## src/rtl/seg_disp_pkg.sv

```systemverilog
// Shared types, segment constants and the BCD-to-segment lookup for the
// multiplexed 7-segment display driver (active-low gfedcba encoding).
package seg_disp_pkg;

    localparam int NUM_DIGITS = 4;

    typedef logic [3:0] digit_t;

    localparam logic [6:0] SEG_DASH = 7'h3F;
    localparam logic [6:0] SEG_OFF  = 7'h7F;

    localparam logic [6:0] SEG_LUT [0:9] = '{
        7'h40, 7'h79, 7'h24, 7'h30, 7'h19,
        7'h12, 7'h02, 7'h78, 7'h00, 7'h10
    };

    // Codes 10..15 are not valid BCD and show a dash instead of garbage.
    function automatic logic [6:0] bcd_to_seg(input digit_t digit);
        if (digit <= 4'd9) begin
            return SEG_LUT[digit];
        end
        return SEG_DASH;
    endfunction

endpackage

```

## src/rtl/bcd_to_7seg.sv

```systemverilog
// Combinational BCD digit decoder producing active-low {g,f,e,d,c,b,a}.
module bcd_to_7seg
    import seg_disp_pkg::*;
(
    input  digit_t     digit,
    output logic [6:0] seg
);

    assign seg = bcd_to_seg(digit);

endmodule

```

## src/rtl/seg_scan_driver.sv

```systemverilog
// Four-digit common-anode scan driver with per-slot guard time and
// frame-aligned double buffering. Optional LEAD_ZERO_BLANK_EN suppresses leading zeros.
module seg_scan_driver
    import seg_disp_pkg::*;
#(
    parameter int REFRESH_DIV = 100000,
    parameter int GUARD_CYC   = 1000
) (
    input  logic       clk,
    input  logic       reset,
    input  logic       load,
    input  logic [3:0] ones,
    input  logic [3:0] tens,
    input  logic [3:0] hundreds,
    input  logic [3:0] thousands,
    input  logic       blank,
    output logic [3:0] an,
    output logic [6:0] seg,
    output logic       dp,
    output logic       pending,
    output logic       frame_tick
);

    localparam int              CNT_W     = $clog2(REFRESH_DIV);
    localparam logic [CNT_W-1:0] CNT_LAST  = CNT_W'(REFRESH_DIV - 1);
    localparam logic [CNT_W-1:0] GUARD_END = CNT_W'(GUARD_CYC);

    logic [CNT_W-1:0] cnt;
    logic [1:0]       idx;
    logic             commit;
    logic             in_guard;
    digit_t           in_digits  [NUM_DIGITS];
    digit_t           pend_regs  [NUM_DIGITS];
    digit_t           shadow     [NUM_DIGITS];
    digit_t           cur_digit;
    logic [6:0]       dec_seg;
    logic             digit_off;
    logic [3:0]       an_next;
    logic [6:0]       seg_next;
    logic [3:0]       an_r;
    logic [6:0]       seg_r;
    logic             pending_r;
    logic             frame_tick_r;

    always_comb begin
        in_digits[0] = ones;
        in_digits[1] = tens;
        in_digits[2] = hundreds;
        in_digits[3] = thousands;
    end

    assign commit   = (idx == 2'd3) && (cnt == CNT_LAST);
    assign in_guard = (cnt < GUARD_END);

    always_ff @(posedge clk or negedge reset) begin
        if (!reset) begin
            cnt <= '0;
            idx <= 2'd0;
        end else if (cnt == CNT_LAST) begin
            cnt <= '0;
            idx <= idx + 2'd1;
        end else begin
            cnt <= cnt + CNT_W'(1);
        end
    end

    // Shadow only changes at the frame boundary so a count never tears;
    // a load landing on the boundary itself goes straight to the shadow.
    always_ff @(posedge clk or negedge reset) begin
        if (!reset) begin
            for (int i = 0; i < NUM_DIGITS; i++) begin
                pend_regs[i] <= '0;
                shadow[i]    <= '0;
            end
            pending_r    <= 1'b0;
            frame_tick_r <= 1'b0;
        end else begin
            frame_tick_r <= commit;
            if (load) begin
                for (int i = 0; i < NUM_DIGITS; i++) begin
                    pend_regs[i] <= in_digits[i];
                end
            end
            if (commit) begin
                pending_r <= 1'b0;
                if (load) begin
                    for (int i = 0; i < NUM_DIGITS; i++) begin
                        shadow[i] <= in_digits[i];
                    end
                end else if (pending_r) begin
                    for (int i = 0; i < NUM_DIGITS; i++) begin
                        shadow[i] <= pend_regs[i];
                    end
                end
            end else if (load) begin
                pending_r <= 1'b1;
            end
        end
    end

    assign cur_digit = shadow[idx];

    bcd_to_7seg u_dec (
        .digit (cur_digit),
        .seg   (dec_seg)
    );

`ifdef LEAD_ZERO_BLANK_EN
    logic [NUM_DIGITS-1:0] lead_zero;

    // Ones digit is never suppressed; invalid codes count as non-zero.
    always_comb begin
        lead_zero    = '0;
        lead_zero[3] = (shadow[3] == 4'd0);
        lead_zero[2] = (shadow[3] == 4'd0) && (shadow[2] == 4'd0);
        lead_zero[1] = (shadow[3] == 4'd0) && (shadow[2] == 4'd0) && (shadow[1] == 4'd0);
    end

    assign digit_off = lead_zero[idx];
`else
    assign digit_off = 1'b0;
`endif

    always_comb begin
        an_next  = 4'hF;
        seg_next = SEG_OFF;
        if (!in_guard) begin
            seg_next = dec_seg;
            if (!blank && !digit_off) begin
                an_next = ~(4'b0001 << idx);
            end
        end
    end

    always_ff @(posedge clk or negedge reset) begin
        if (!reset) begin
            an_r  <= 4'hF;
            seg_r <= SEG_OFF;
        end else begin
            an_r  <= an_next;
            seg_r <= seg_next;
        end
    end

    assign an         = an_r;
    assign seg        = seg_r;
    assign dp         = 1'b1;
    assign pending    = pending_r;
    assign frame_tick = frame_tick_r;

endmodule
```

## config.mk

```make
export PLATFORM = sky130hd
export DESIGN_NAME = seg_scan_driver
export DESIGN_NICKNAME = d
export VERILOG_FILES = /design/src/rtl/seg_disp_pkg.sv /design/src/rtl/bcd_to_7seg.sv /design/src/rtl/seg_scan_driver.sv
export SDC_FILE = /design/constraint.sdc
export NUM_CORES = 1
export LEC_CHECK = 0
export CORE_MARGIN = 5
export CORE_UTILIZATION = 50
export CTS_CLUSTER_SIZE = 28
export DETAILED_ROUTE_END_ITERATION = 10
export PLACE_DENSITY = 0.8
export SYNTH_ARGS = -nofsm -noshare
export SYNTH_HDL_FRONTEND = slang
export SYNTH_HIERARCHICAL = 1
export SYNTH_SLANG_ARGS = --single-unit
```

## constraint.sdc

```tcl
create_clock -name clk -period 4.3 [get_ports clk]
set_clock_uncertainty 0.15 [all_clocks]
set_input_delay 0.86 -clock clk [delete_from_list [all_inputs] [get_ports clk]]
set_output_delay 0.86 -clock clk [all_outputs]
set_load 0.02 [all_outputs]
```

=== Yosys cells after proc, flatten, opt, wreduce, memory -nomap -nowiden ===
Memory sizes are Yosys's and may differ from the RTL's.
Index checks and enable logic that the tools add are counted.

* Memories: 1
* Output and inout bits: 14
* Bits of input ports: 20
* Register bits: 64
* Bits in latches: 0
* RAM bits: 0
* Word-level logic and storage cells: 47
* Bits in read-only memories: 112

{| class="wikitable"
|+ Memory list
! name !! depth !! width !! read ports !! clocked after memory_dff !! wr ports !! RTL line !! source
|-
| (no name shown) || 16 || 7 || 1 || 0 || 0 || seg_disp_pkg.sv:20 || <nowiki>return SEG_LUT[digit];</nowiki>
|}

* Bitwise operators: 3
* Divide/modulo/power cells: 0
* Reduce and logical (&&, ||, !) cells: 4
* $mul: 0
* Add/subtract/negate cells: 2
* $lt $le $gt $ge: 4
* Multiplexer cells: 16
* Shift-type cells: 1
* Equality and inequality tests: 2

{| class="wikitable"
|+ Operators with widths
! cell !! number
|-
| two-way mux 7 bit || 5
|-
| two-way mux 16 bit || 2
|-
| adder 17 x 1 -> 17 bit, second input constant || 1
|-
| == test 17 bit, second input constant || 1
|-
| less-than comparator 17 x 10 -> 1 bit, second input constant || 1
|-
| two-way mux 17 bit || 1
|-
| two-way mux 4 bit || 4
|-
| binary-select mux 4 bit (select 2 bit) || 1
|-
| greater-or-equal comparator 5 bit, second input constant || 1
|-
| NOT 4 -> 5 bit || 1
|-
| less-or-equal comparator 4 bit, second input constant || 1
|-
| NOT 4 bit || 1
|-
| nonzero test 2 bit || 2
|-
| << shifter 1 x 2 -> 4 bit, first input constant || 1
|-
| greater-or-equal comparator 3 bit, second input constant || 1
|-
| two-way mux 1 bit || 3
|-
| NOT 2 -> 3 bit || 1
|-
| adder 2 x 1 -> 2 bit, second input constant || 1
|-
| == test 2 bit, second input constant || 1
|-
| AND reduction 2 bit || 1
|-
| logical AND 1 bit || 1
|}

=== Logic depth before layout (Yosys ltp) ===
* Word-level depth: 11
* Gate-level depth with buffers: 7
* Depth with buffers taken out: 6

=== Modules after synthesis ===
Netlist, hierarchy kept.

{| class="wikitable"
|+ By module, submodules not included
! module !! times used !! area each (um2) !! cells each !! sequential area each (um2)
|-
| seg_scan_driver || 1 || 2722.6 || 198 || 1615.3
|-
| bcd_to_7seg || 1 || 219.0 || 25 || 0.0
|}

=== Least setup slack after synthesis ===
OpenSTA, ideal clock, no wires.

* Kind: reg-to-reg
* Start: register idx[0]
* End: register seg_r[0] (netlist: seg[0])
* Path slack: 1834 ps
* Path buffers: 1
* Clock period less this slack: 2466 ps
* Setup time: 81 ps
* Data required time: 4069 ps
* Arrival: 2234 ps
* Cell stages (with the launch flop): 8
* Cell sequence: dfrtp_1 -> clkbuf_1 -> mux4_2 -> inv_1 -> ha_1 -> o21bai_4 -> a221o_1 -> or2b_1

* Longest elaborated chain between the ends: 11
* Elaborated cells on any way between the ends: 13
* Classes of those cells: order compare: 1; mux: 9; bitwise: 2; memory: 1

{| class="wikitable"
|+ Ends and longest elaborated chain
! item !! RTL line !! source
|-
| from (decl) || seg_scan_driver.sv:29 || <nowiki>logic [1:0] idx;</nowiki>
|-
| from (signal assigned) || seg_scan_driver.sv:61 || <nowiki>idx <= idx + 2'd1;</nowiki>
|-
| NOT 2 -> 3 bit (implied by the code) (*) || seg_scan_driver.sv:101 || <nowiki>assign cur_digit = shadow[idx];</nowiki>
|-
| binary-select mux 4 bit (select 2 bit) (*) || seg_scan_driver.sv:101 ||
|-
| two-way mux 4 bit (implied by the code) (*) (2 in a row) || seg_scan_driver.sv:101 ||
|-
| net cur_digit[1] || seg_scan_driver.sv:35 || <nowiki>digit_t cur_digit;</nowiki>
|-
| NOT 4 -> 5 bit (implied by the code) || seg_disp_pkg.sv:20 ||
|-
| memory (16 x 7 bit) || -- ||
|-
| two-way mux 7 bit (implied by the code) (2 in a row) || seg_disp_pkg.sv:20 ||
|-
| two-way mux 7 bit || seg_disp_pkg.sv:19 || <nowiki>if (digit <= 4'd9) begin</nowiki>
|-
| two-way mux 7 bit (*) || seg_disp_pkg.sv:22 || <nowiki>return SEG_DASH;</nowiki>
|-
| net dec_seg[0] || seg_scan_driver.sv:36 || <nowiki>logic [6:0] dec_seg;</nowiki>
|-
| two-way mux 7 bit (*) || seg_scan_driver.sv:127 || <nowiki>if (!in_guard) begin</nowiki>
|-
| net seg_next[0] || seg_scan_driver.sv:39 || <nowiki>logic [6:0] seg_next;</nowiki>
|-
| to (signal assigned) || seg_scan_driver.sv:141 || <nowiki>seg_r <= seg_next;</nowiki>
|-
| to (decl) || seg_scan_driver.sv:41 || <nowiki>logic [6:0] seg_r;</nowiki>
|}

The timed path passes the listed nets; every way through them passes the cells marked *. The select of a mux whose other input is x is not followed.
A chain may end at the register's enable or synchronous reset.

=== Final worst setup path ===
* Start: input load
* End: register shadow[15] in the netlist's numbering

* Longest elaborated chain between the ends: 2
* Elaborated cells on any way between the ends: 3
* Classes of those cells: mux: 1; reduce/logical: 2

{| class="wikitable"
|+ Ends and longest elaborated chain
! item !! RTL line !! source
|-
| from (decl) || seg_scan_driver.sv:11 || <nowiki>input logic load,</nowiki>
|-
| nonzero test 2 bit (no source line) || -- ||
|-
| AND reduction 2 bit (no source line) || -- ||
|-
| to (signal, indexed assignment) || seg_scan_driver.sv:88 || <nowiki>shadow[i] <= in_digits[i];</nowiki>
|-
| to (signal, indexed assignment) || seg_scan_driver.sv:92 || <nowiki>shadow[i] <= pend_regs[i];</nowiki>
|-
| to (decl) || seg_scan_driver.sv:34 || <nowiki>digit_t shadow [NUM_DIGITS];</nowiki>
|}

Several ways; a longest one is shown, not always the timed one.

==> key figures <==
Run status
  – Status: finished, final reports clean

Layout
  – Antenna Cells: 0
  – Nets: between 200 and 300
  – Leading cell type in the layout, fill and taps excluded: dfrtp_1
  – Fraction of layout instances using a drive strength above 1: 27.9%
  – Register Area: 1620 um2
  – Area of the multi-input gates: 1240 um2
  – Area grow syn2layout: 18.5%
  – Fin util: 60.0%
  – Most frequent cells in the layout: 53 x dfrtp_1, 32 x mux2_2, 31 x clkdlybuf4s50_1
  – Final std cells w/o fill: 340
  – Fillers: 480

Yosys
  – Flops & latches, synth: 64
  – Post-synthesis async set-or-reset flop share: 100%
  – Simple-gate share of the synthesized area: between 10 and 15%
  – Synthesized cell area: 2940 um2
  – Synth cell types: 45
  – Post-synthesis sequential area ratio: 54.9%
  – XOR/XNOR Fraction of Synth Area: 4.47%
  – Post-Synthesis Cells: 223
  – Largest family of logic cells by synthesized area: multiplexers
  – Post-synth top flop: dfrtp_1
  – Number of flops mapped to enable cells by yosys: 0
  – Complex-gate fraction of the synthesized area: 3.57%
  – Yosys warnings: 6
  – Adder-cell share of the synthesized area: 4.25%
  – Mux cell area share after synthesis: 15.7%
  – Syn_area_per_cell: approximately 13 um2
  – Net Count, Synth: 253

Critical path
  – Startpoint Class: primary input
  – Worst setup EP type: flip-flop
  – WS Path Type: primary input to flip-flop
  – WP data required: 4370 ps
  – CP max FO: 17
  – Critical Path AT: approximately 2700 ps

Global route
  – First-pass GRT wire length: 8600 um
  – Total GRT Usage: 15.2%
  – Antenna violations before repair: 0
  – Vias in the first global route: 1776
  – Grt total ovfl: 0
  – Largest net degree at the start of global routing: 35

Placement
  – Pre-CTS WS: 1280 ps
  – Placed Cells: 324
  – RD Place Congestion: 0.883
  – Detailed Place HPWL: about 3600 um
  – Port bufs: 32

Drt
  – Drt wl/cell: 14.6 um
  – Drt drc: 0
  – Vias: 1780
  – Met3 WL post-DR: 223 um
  – DR iter-0 viols: around 110
  – Detailed Route WL: ~5000 um
  – WL met1: 2190 um
  – Avg Vias per Cell: 5.24
  – Post-route ant nets: 0
  – DR top layer: met4
  – WL met2: 2470 um
  – DRT Pass-1 Iters: 4

Clocking
  – TritonCTS clock tree: built
  – Clock Sink Count: 64
  – Gates resized, CTS repair: 0
  – Setup Fix Bufs, Post-CTS: 0
  – Clk slew on worst S/H paths: about 70 ps
  – TritonCTS buffer count: 9
  – Root Driver: clkbuf_8
  – Worst-Skew Late Latency: around 340 ps
  – CTS H-tree lvls: 3
  – Number of buffers on the longest clock path: 2
  – Hold_buf cts: 0

Timing
  – Final Setup Violations: 0
  – Hold Worst Slack: 346 ps
  – Final worst slack: ~1600 ps
  – Peak Freq: 0.376 GHz
  – Slew Limit Fails: 0
  – Min cycle time layout: between 2000 and 3000 ps
  – TNS Setup: 0 ps
  – Tcrit/Tclk final: between 60% and 70%
  – Worst-Margin Slew: 708 ps
  – Final hold vios: 0
  – Max-slew headroom: 52.8%
  – RSZ-0062 raised after global routing: false

Power
  – PwrDens: ~330 nW/um2
  – Pleak: 1.50 nW
  – Peak supply drop: 0.190 mV

Floorplan
  – Die Area: 7520 um2
  – Die Wd: 86.7 um
  – Die H: slightly below 90 um
  – Rows: 28
  – Initial core utilization: 50.6%
  – Core area: ~5800 um2
  – # IOs: 34

Min path
  – Worst hold path class: flip-flop to flip-flop

Flow run
  – MaxCap Viol Count: 0
metrics by stage:
stage                     total power, mW  instance area, um2
after global routing                 1.18                3490
after detailed placement            0.688                3310
final                                1.13                3490
after global placement              0.686                3310
after floorplan                     0.653                2940
after CTS                            1.15                3490
cell type report:
class                   count  share of cell area (%)
flip-flops and latches     64                    46.3
multi-input cells         144                    35.5
repair buffers             35                    9.69
clock buffers               9                    3.55
well taps                  75                    2.69
clock inverters             7                    1.58
inverters                   6                   0.646
kinds of logic after synthesis:
kind of cell | after synthesis
AND/OR/NAND/NOR | 70
flip-flops | 64
multiplexers | 37
XOR/XNOR | 15
buffers and inverters | 15
AO/OA/AOI/OAI | 11
adder cells (fa/ha/maj) | 10
other | 1
power by group:
part           switching, mW  internal, mW  total, mW  leakage [nW]
logic                 0.0251        0.0295     0.0546         0.611
registers            0.00375         0.617      0.621         0.800
clock network          0.246         0.213      0.459        0.0862
layer usage:
metal | vias up | GRT usage, %
li1 | 860 | -
met1 | 880 | 19.4
met2 | 30 | 23.8
met3 | 10 | 4.28
met4 | 0 | 7.65
met5 | - | 0
worst max-delay path: stages:
cell             delay [ps]
clkdlybuf4s50_1         450
buf_4                   240
nor2_1                  100
or3b_1                  680
mux2_2                  390
synthesized netlist by cell type, types with 2 or more instances:
master | number | area share [%]
xor2_1 | 6 | 1.8
or4_1 | 2 | 0.51
inv_1 | 6 | 0.77
mux2_2 | 32 | 12
ha_1 | 10 | 4.3
clkbuf_1 | 2 | 0.26
buf_4 | 2 | 0.51
dfrtp_1 | 53 | 45
a221o_1 | 2 | 0.68
nor3_1 | 6 | 1.0
nor2b_1 | 2 | 0.43
and4_1 | 2 | 0.60
buf_6 | 3 | 1.1
dfstp_2 | 11 | 9.8
xnor2_1 | 9 | 2.7
and2b_1 | 2 | 0.51
nor4_1 | 4 | 0.85
mux4_2 | 4 | 3.1
nand3_1 | 4 | 0.68
nor2_1 | 11 | 1.4
or2b_1 | 7 | 1.8
nand2b_1 | 2 | 0.43
nand4_1 | 6 | 1.3
and2_1 | 3 | 0.64
nand2_1 | 12 | 1.5
final timing paths:
path | startpoint | cells past startpoint | to | slack [ps]
hold reg to reg | cnt[0] | 1 | cnt[0] | 350
setup reg to reg | cnt[0] | 5 | shadow[15] | 1760
max in group asynchronous | reset | 2 | seg[1] | 2690
hold / removal | cnt[0] | 1 | cnt[0] | 350
min in group asynchronous | reset | 1 | pending | 410
setup / recovery | load | 5 | shadow[15] | 1640
registers in the layout, indices dropped and copies added (netlist names):
signal,count
frame_tick,1
an,4
shadow,16
cnt,17
idx,2
pend_regs,16
seg,7
pending,1
(Power assumes the default switching activity.)
